**config.mk**
```make
export PLATFORM = sky130hd
export DESIGN_NAME = time_set_ctrl
export DESIGN_NICKNAME = d
export VERILOG_FILES = /design/src/rtl/time_set_ctrl.sv
export SDC_FILE = /design/constraint.sdc
export NUM_CORES = 1
export LEC_CHECK = 0
export BUFFER_PORTS_ARGS = -buffer_cell sky130_fd_sc_hd__buf_2
export CAP_MARGIN = 20
export CORE_UTILIZATION = 30
export CTS_CLUSTER_DIAMETER = 100
export DETAILED_ROUTE_END_ITERATION = 16
export GPL_ROUTABILITY_DRIVEN = 0
export PLACE_DENSITY_LB_ADDON = 0.08
export SYNTH_ARGS = -nofsm -noshare
export SYNTH_HDL_FRONTEND = slang
export SYNTH_SLANG_ARGS = --single-unit
```
**constraint.sdc**
```tcl
create_clock -name clk_50 -period 5.5 [get_ports clk_50]
set_clock_uncertainty 0.05 [all_clocks]
set_input_delay 0.275 -clock clk_50 [delete_from_list [all_inputs] [get_ports clk_50]]
set_output_delay 0.275 -clock clk_50 [all_outputs]
set_load 0.1 [all_outputs]
```
**src/rtl/time_set_ctrl.sv**
```systemverilog
`timescale 1ns / 1ps
`default_nettype none
// ============================================================================
// Module   : time_set_ctrl (with helper time_set_debounce)
// Purpose  : Two-key MM:SS time-setting controller: key debounce, edit FSM, load strobe.
//            Optional macro TIME_SET_AUTO_REPEAT_EN adds 1 Hz auto-repeat on a held inc key.
// Revision : 1.0 - initial release
// ============================================================================

module time_set_debounce #(
    parameter int DB_CYCLES = 1000000
) (
    input  logic clk_50,
    input  logic rst,
    input  logic i_key,
    output logic o_level
);
    localparam int              CW        = $clog2(DB_CYCLES + 1);
    localparam logic [CW-1:0]   c_CNT_MAX = CW'(DB_CYCLES - 1);

    logic          r_s1;
    logic          r_s2;
    logic          r_level;
    logic [CW-1:0] r_cnt;

    // Level flips on the DB_CYCLES-th consecutive sample that disagrees with it.
    always_ff @(posedge clk_50 or posedge rst) begin
        if (rst) begin
            r_s1    <= 1'b1;
            r_s2    <= 1'b1;
            r_level <= 1'b1;
            r_cnt   <= '0;
        end else begin
            r_s1 <= i_key;
            r_s2 <= r_s1;
            if (r_s2 == r_level) begin
                r_cnt <= '0;
            end else if (r_cnt == c_CNT_MAX) begin
                r_level <= r_s2;
                r_cnt   <= '0;
            end else begin
                r_cnt <= r_cnt + 1'b1;
            end
        end
    end

    assign o_level = r_level;
endmodule

module time_set_ctrl #(
    parameter int DB_CYCLES = 1000000
) (
    input  logic       clk_50,
    input  logic       rst,
    input  logic       key_mode,
    input  logic       key_inc,
    input  logic       tick_1hz,
    input  logic [5:0] cur_min,
    input  logic [5:0] cur_sec,
    output logic       run_en,
    output logic       load,
    output logic [5:0] load_min,
    output logic [5:0] load_sec,
    output logic [1:0] mode,
    output logic       blink
);
    typedef enum logic [1:0] {
        ST_RUN     = 2'b00,
        ST_SET_MIN = 2'b01,
        ST_SET_SEC = 2'b10
    } state_t;

    state_t     r_state;
    state_t     w_next;
    logic       w_mode_lvl;
    logic       w_inc_lvl;
    logic       r_mode_lvl_d;
    logic       r_inc_lvl_d;
    logic       w_mode_evt;
    logic       w_inc_evt;
    logic       w_rep_inc;
    logic       w_do_inc;
    logic       w_editing;
    logic       r_load;
    logic       r_blink;
    logic [5:0] r_load_min;
    logic [5:0] r_load_sec;
    logic [5:0] w_min_cap;
    logic [5:0] w_sec_cap;
    logic [5:0] w_min_inc;
    logic [5:0] w_sec_inc;

    time_set_debounce #(.DB_CYCLES(DB_CYCLES)) u_db_mode (
        .clk_50  (clk_50),
        .rst     (rst),
        .i_key   (key_mode),
        .o_level (w_mode_lvl)
    );

    time_set_debounce #(.DB_CYCLES(DB_CYCLES)) u_db_inc (
        .clk_50  (clk_50),
        .rst     (rst),
        .i_key   (key_inc),
        .o_level (w_inc_lvl)
    );

    always_ff @(posedge clk_50 or posedge rst) begin
        if (rst) begin
            r_mode_lvl_d <= 1'b1;
            r_inc_lvl_d  <= 1'b1;
        end else begin
            r_mode_lvl_d <= w_mode_lvl;
            r_inc_lvl_d  <= w_inc_lvl;
        end
    end

    // Keys are active-low: only the debounced press (1->0) is an event.
    assign w_mode_evt = r_mode_lvl_d & ~w_mode_lvl;
    assign w_inc_evt  = r_inc_lvl_d  & ~w_inc_lvl;
    assign w_editing  = (r_state != ST_RUN);

`ifdef TIME_SET_AUTO_REPEAT_EN
    logic r_rep_arm;

    // First tick after a press only arms; every later tick while held repeats.
    always_ff @(posedge clk_50 or posedge rst) begin
        if (rst) begin
            r_rep_arm <= 1'b0;
        end else if (w_inc_evt || w_inc_lvl || !w_editing) begin
            r_rep_arm <= 1'b0;
        end else if (tick_1hz) begin
            r_rep_arm <= 1'b1;
        end
    end

    assign w_rep_inc = tick_1hz & r_rep_arm & ~w_inc_lvl & w_editing;
`else
    assign w_rep_inc = 1'b0;
`endif

    assign w_do_inc  = (w_inc_evt | w_rep_inc) & ~w_mode_evt;
    assign w_min_cap = (cur_min > 6'd59) ? 6'd0 : cur_min;
    assign w_sec_cap = (cur_sec > 6'd59) ? 6'd0 : cur_sec;
    assign w_min_inc = (r_load_min >= 6'd59) ? 6'd0 : r_load_min + 6'd1;
    assign w_sec_inc = (r_load_sec >= 6'd59) ? 6'd0 : r_load_sec + 6'd1;

    always_ff @(posedge clk_50 or posedge rst) begin
        if (rst) begin
            r_state <= ST_RUN;
        end else begin
            r_state <= w_next;
        end
    end

    always_comb begin
        w_next = r_state;
        if (w_mode_evt) begin
            case (r_state)
                ST_RUN:     w_next = ST_SET_MIN;
                ST_SET_MIN: w_next = ST_SET_SEC;
                default:    w_next = ST_RUN;
            endcase
        end
    end

    always_ff @(posedge clk_50 or posedge rst) begin
        if (rst) begin
            r_load     <= 1'b0;
            r_load_min <= 6'd0;
            r_load_sec <= 6'd0;
            r_blink    <= 1'b0;
        end else begin
            r_load <= (r_state == ST_SET_SEC) && w_mode_evt;

            if ((r_state == ST_RUN) && w_mode_evt) begin
                r_load_min <= w_min_cap;
                r_load_sec <= w_sec_cap;
            end else if (w_do_inc && (r_state == ST_SET_MIN)) begin
                r_load_min <= w_min_inc;
            end else if (w_do_inc && (r_state == ST_SET_SEC)) begin
                r_load_sec <= w_sec_inc;
            end

            if (w_mode_evt || !w_editing) begin
                r_blink <= 1'b0;
            end else if (tick_1hz) begin
                r_blink <= ~r_blink;
            end
        end
    end

    assign run_en   = (r_state == ST_RUN);
    assign load     = r_load;
    assign load_min = r_load_min;
    assign load_sec = r_load_sec;
    assign mode     = r_state;
    assign blink    = r_blink;
endmodule

`default_nettype wire

```
# --- Word-level counts from Yosys, hierarchy flattened ---
# Cells that the tools add are included.
op_classes:
  addsub: 4
  order_cmp: 4
  eq_ne: 7
  n_mux: 16
  bitwise_logic: 9
  reduce_logical: 14
op_table:
  columns: ["op", "n"]
  rows:
  - ["$mux W20", 4]
  - ["$mux W6", 9]
  - ["$add A20 B1 Y20 const B", 2]
  - ["$eq A20 B20 Y1 const B", 2]
  - ["$add A6 B1 Y6 const B", 2]
  - ["$ge A6 B6 Y1 const B", 2]
  - ["$gt A6 B6 Y1 const B", 2]
  - ["$reduce_bool A2 Y1", 4]
  - ["$not A1 Y1", 6]
  - ["$reduce_and A2 Y1", 3]
  - ["$logic_and A1 B1 Y1", 4]
  - ["$pmux W2 S2", 1]
  - ["$and A1 B1 Y1", 3]
  - ["$eq A1 B1 Y1", 2]
  - ["$eq A2 B1 Y1 const B", 1]
  - ["$eq A2 B2 Y1 const B", 1]
  - ["$logic_not A2 Y1", 1]
  - ["$mux W1", 2]
  - ["$ne A2 B2 Y1 const B", 1]
  - ["$logic_not A1 Y1", 1]
  - ["$logic_or A1 B1 Y1", 1]
totals:
  regBits: 64
  out_inout_bits: 17

# --- Depth between registers and ports, before layout ---
logic_depth:
  depth_word: 8
  depth_mapped: 6
  mapped_depth_nobuf: 5

# --- Hierarchy ---
# From an unflattened synthesis, not the netlist that was laid out.
hier_totals:
  hier_cells: 329
  area_unflattened_um2: 3320.7
modules_own_cells:
  columns: ["mod", "instances", "cells_each", "area_each_um2", "seq_area_each_um2"]
  rows:
  - ["time_set_debounce", 2, 109, 1122.3, 579.3]
  - ["time_set_ctrl", 1, 111, 1076.0, 452.9]

# --- Worst setup path before layout ---
# Ideal clock, no wire load.
synth_path:
  path_kind: "reg2out"
  from: "register r_state[0], in the netlist mode[0]"
  to: "output run_en"
  arrival_ns: 2.346
  setup_slack_ns: 2.829
  stages_incl_launch_ff: 3
  path_buffers: 1
  path_cell_list: "dfrtp_1 > clkbuf_1 > nor2_1"
synth_between:
  elab_chain_len: 1
synth_rtl:
  columns: ["item", "line", "source"]
  rows:
  - ["from (decl)", "73", "state_t r_state;"]
  - ["from (signal assigned)", "151", "r_state <= w_next;"]
  - ["$logic_not A2 Y1", "192", "assign run_en = (r_state == ST_RUN);"]
  - ["to (decl)", "60", "output logic run_en,"]
# No other way between the ends.

# --- Worst setup path in the final report ---
layout_path:
  from: "register u_db_mode.r_cnt[15]"
  to: "register u_db_mode.r_cnt[2]"
layout_between:
  elab_chain_len: 3
layout_rtl:
  columns: ["item", "line", "source"]
  rows:
  - ["from (decl)", "24", "logic [CW-1:0] r_cnt;"]
  - ["from (signal assigned)", "42", "r_cnt <= r_cnt + 1'b1;"]
  - ["$eq A20 B20 Y1", "38", "end else if (r_cnt == c_CNT_MAX) begin"]
  - ["$mux W20", "38", null]
  - ["$mux W20", "36", "if (r_s2 == r_level) begin"]
# No other way between the ends.
# A chain may end at the register's enable or synchronous reset.

==> results_dict.tcl <==
set metrics [dict create \
    setup.worst_path.start_class "flop" \
    hp-class "input pin to asynchronous set/reset pin" \
    fp.dieArea_um2 11200 \
    p_comb_frac 0.037 \
    power_switching_uw 204 \
    hold_buffers 2 \
    ir_drop_mv 0.0861 \
    mostFrequentLayoutCells "dfrtp_1, nor2_1, buf_2" \
    report.final.slew_viol_count 0 \
    outcome "finished, final reports clean" \
    rows 37 \
    finalCritPeriodShare 0.448 \
    tritoncts.num_buffers 9 \
    path_clk_slew_ps 70 \
    post-cts-setup-buffers 0 \
    diodes 0 \
    drive_above_1_share 0.191 \
    crit_fanout 20 \
    slowest_stage "o21ai_2" \
    setup_violations 0 \
    drt_first_pass_iters 4 \
    layout_commonest_cell "dfrtp_1" \
    htreeDepth 3 \
    ys.warnings.count 0 \
    drc 0 \
    netlist_area_um2 3240 \
    dp.cells 485 \
    pwr_density_cell_nw_per_um2 246 \
    synth_edf_count 0 \
    cp-end-kind "flop" \
    vias_per_cell 5.09 \
    path_buf_inv 0 \
    syn_to_final_growth_pct 16.2 \
    p_leak_nw 1.59 \
    io_pins 34 \
    ys_types 47 \
    nets 383 \
    post-route-min-period_ps 2460 \
    slew-limit-headroom 0.440 \
    ys_seq_area_frac 0.498 \
    p_clk_frac 0.444 \
    postSynthCellCount 325 \
    initial_core_util 0.312 \
    clk_latency_ps 330 \
    cts_tree "built" \
    antenna_found_initial 0 \
    root_buffer "clkbuf_8" \
    fin_total_pwr_uw 926 \
    synth_top_flop_cell "dfrtp_1" \
    grt_pass1_vias 2483 \
    wirelength_mm 6.99 \
    arrival_ps 2600 \
    timing_hold_violations_final 0 \
    switching_share 0.221 \
    rsz0062_at_grt "no" \
    async_reset_ff_frac 1.00 \
    port_buffers 33 \
    num_vias 2561 \
    fin_setup_tns_ps 0 \
    cts.path.max_buffers 2 \
    ant_nets 0 \
    grtUsageTotal 0.133 \
    worst_slew_pin_slew_ps 840 \
    syn_avg_cell_area_um2 9.96 \
    p_int_uw 721 \
    drv_cap 0 \
    clock.fmax_ghz 0.406 \
    cts.repair.resized 0 \
    grt_max_degree 65 \
    die_h_um 106 \
    grt_pass1_wl_mm 12.0 \
    clkSinkCount 64 \
    cp.required_ps 5640 \
    max_stage_delay_ps 670 \
    seq_power_share 0.520 \
    crit_chain "or4_1, or4_4, o21ai_2, nor2_1" \
    grt_overflow 0 \
    worstSetupPathType "flop to flop" \
    wl_per_cell_um 13.9 \
    instances_no_fill 503 \
    post-dp-hpwl_mm 4.68 \
    die_x_um 106 \
    synth_fp_nets 346 \
    coreArea_um2 10400 \
    crit_family "simple AND/OR/NAND/NOR gates" \
    drtIter0Drc 162 \
    synth_seq_cells 64 \
]
-- power by group through the flow --
| stage | Sequential [mW] | Combinational, mW | Clock (mW) |
|---|---|---|---|
| after floorplan | 0.489 | 0.0209 | 0 |
| after global placement | 0.490 | 0.0344 | 0 |
| after detailed placement | 0.490 | 0.0344 | 0 |
| after CTS | 0.481 | 0.0355 | 0.431 |
| after global routing | 0.482 | 0.0395 | 0.448 |
| final | 0.481 | 0.0339 | 0.411 |
-- tightest hold or removal path, cell delays in order --
cell,delay (ps)
buf_2,100
inv_2,30
buf_4,630
-- per-layer routing --
layer,vias to the layer above,share of wire,global-route usage
li1,1259,-,-
met1,1241,0.52,0.184
met2,49,0.44,0.204
met3,12,0.031,0.0247
met4,0,0.017,0.0565
met5,-,0,0
-- metrics by stage --
stage	worst slack, ps	hold WS [ps]	util	instance area [um2]
floorplan	2830	229	-	3240
global placement	3000	297	0.341	3540
detailed placement	3010	298	0.341	3540
CTS	3000	150	0.363	3760
global route	2840	171	0.363	3760
finish	3040	130	0.363	3760
-- cells in the mapped netlist (2+ instances only) --
cell	n	share of area
o21ai_0	8	0.012
inv_1	18	0.021
o31ai_1	5	0.012
xor2_1	17	0.046
a22oi_1	2	0.0046
dfrtp_1	56	0.43
a22o_1	2	0.0054
nand2b_1	2	0.0039
nand2_1	12	0.014
a32oi_1	2	0.0054
a21o_1	3	0.0070
o22ai_1	7	0.014
and4_1	4	0.011
or3_1	8	0.015
a21oi_1	11	0.017
buf_6	2	0.0070
and2_1	4	0.0077
nor4b_1	2	0.0054
or2_2	2	0.0039
a31oi_1	5	0.0097
or4_1	6	0.014
dfstp_2	8	0.065
a221oi_1	7	0.019
nand4_1	11	0.021
mux2i_1	2	0.0062
nor4_1	6	0.012
or4bb_1	2	0.0070
nand3_1	25	0.039
nor3_1	8	0.012
mux2_2	4	0.014
xnor2_1	12	0.032
ha_1	4	0.015
clkbuf_1	9	0.010
and3_1	3	0.0058
nor2_1	34	0.039
-- registers in the layout, indices dropped and copies added, names as in the netlist, 2 cells and up --
register,flops
load_min,6
load_sec,6
mode,2
u_db_inc.r_cnt,20
u_db_mode.r_cnt,20
-- cell type report --
| type | instances | area (um2) |
|---|---|---|
| clock buffers | 13 | 159 |
| clock inverters | 3 | 40.0 |
| fillers | 1079 | 6610 |
| inverters | 18 | 67.6 |
| multi-input cells | 231 | 1500 |
| flip-flops and latches | 64 | 1610 |
| well taps | 136 | 170 |
| repair buffers | 38 | 208 |
-- cell families after synthesis --
logic type,count (synthesis),share of synthesized area
AOI/OAI and AO/OA,58,0.122
xor gates and xnor gates,29,0.0785
adders and majority gates,4,0.0155
buffers and inverters,30,0.0398
DFF,64,0.498
muxes,6,0.0201
and+or+nand+nor,134,0.227
-- worst paths after layout --
check	startpoint	end	slack, ps	cells after the start
min	rst	load_sec[0]	130	3
max	u_db_mode.r_cnt[15]	u_db_mode.r_cnt[2]	3040	4
min reg2reg	u_db_inc.r_s1	u_db_inc.r_s2	310	0
max reg2reg	u_db_mode.r_cnt[15]	u_db_mode.r_cnt[2]	3040	4
max in group asynchronous	rst	u_db_inc.r_cnt[13]	4740	3
min in group clk_50	tick_1hz	blink	160	3
(Power assumes the default switching activity.)
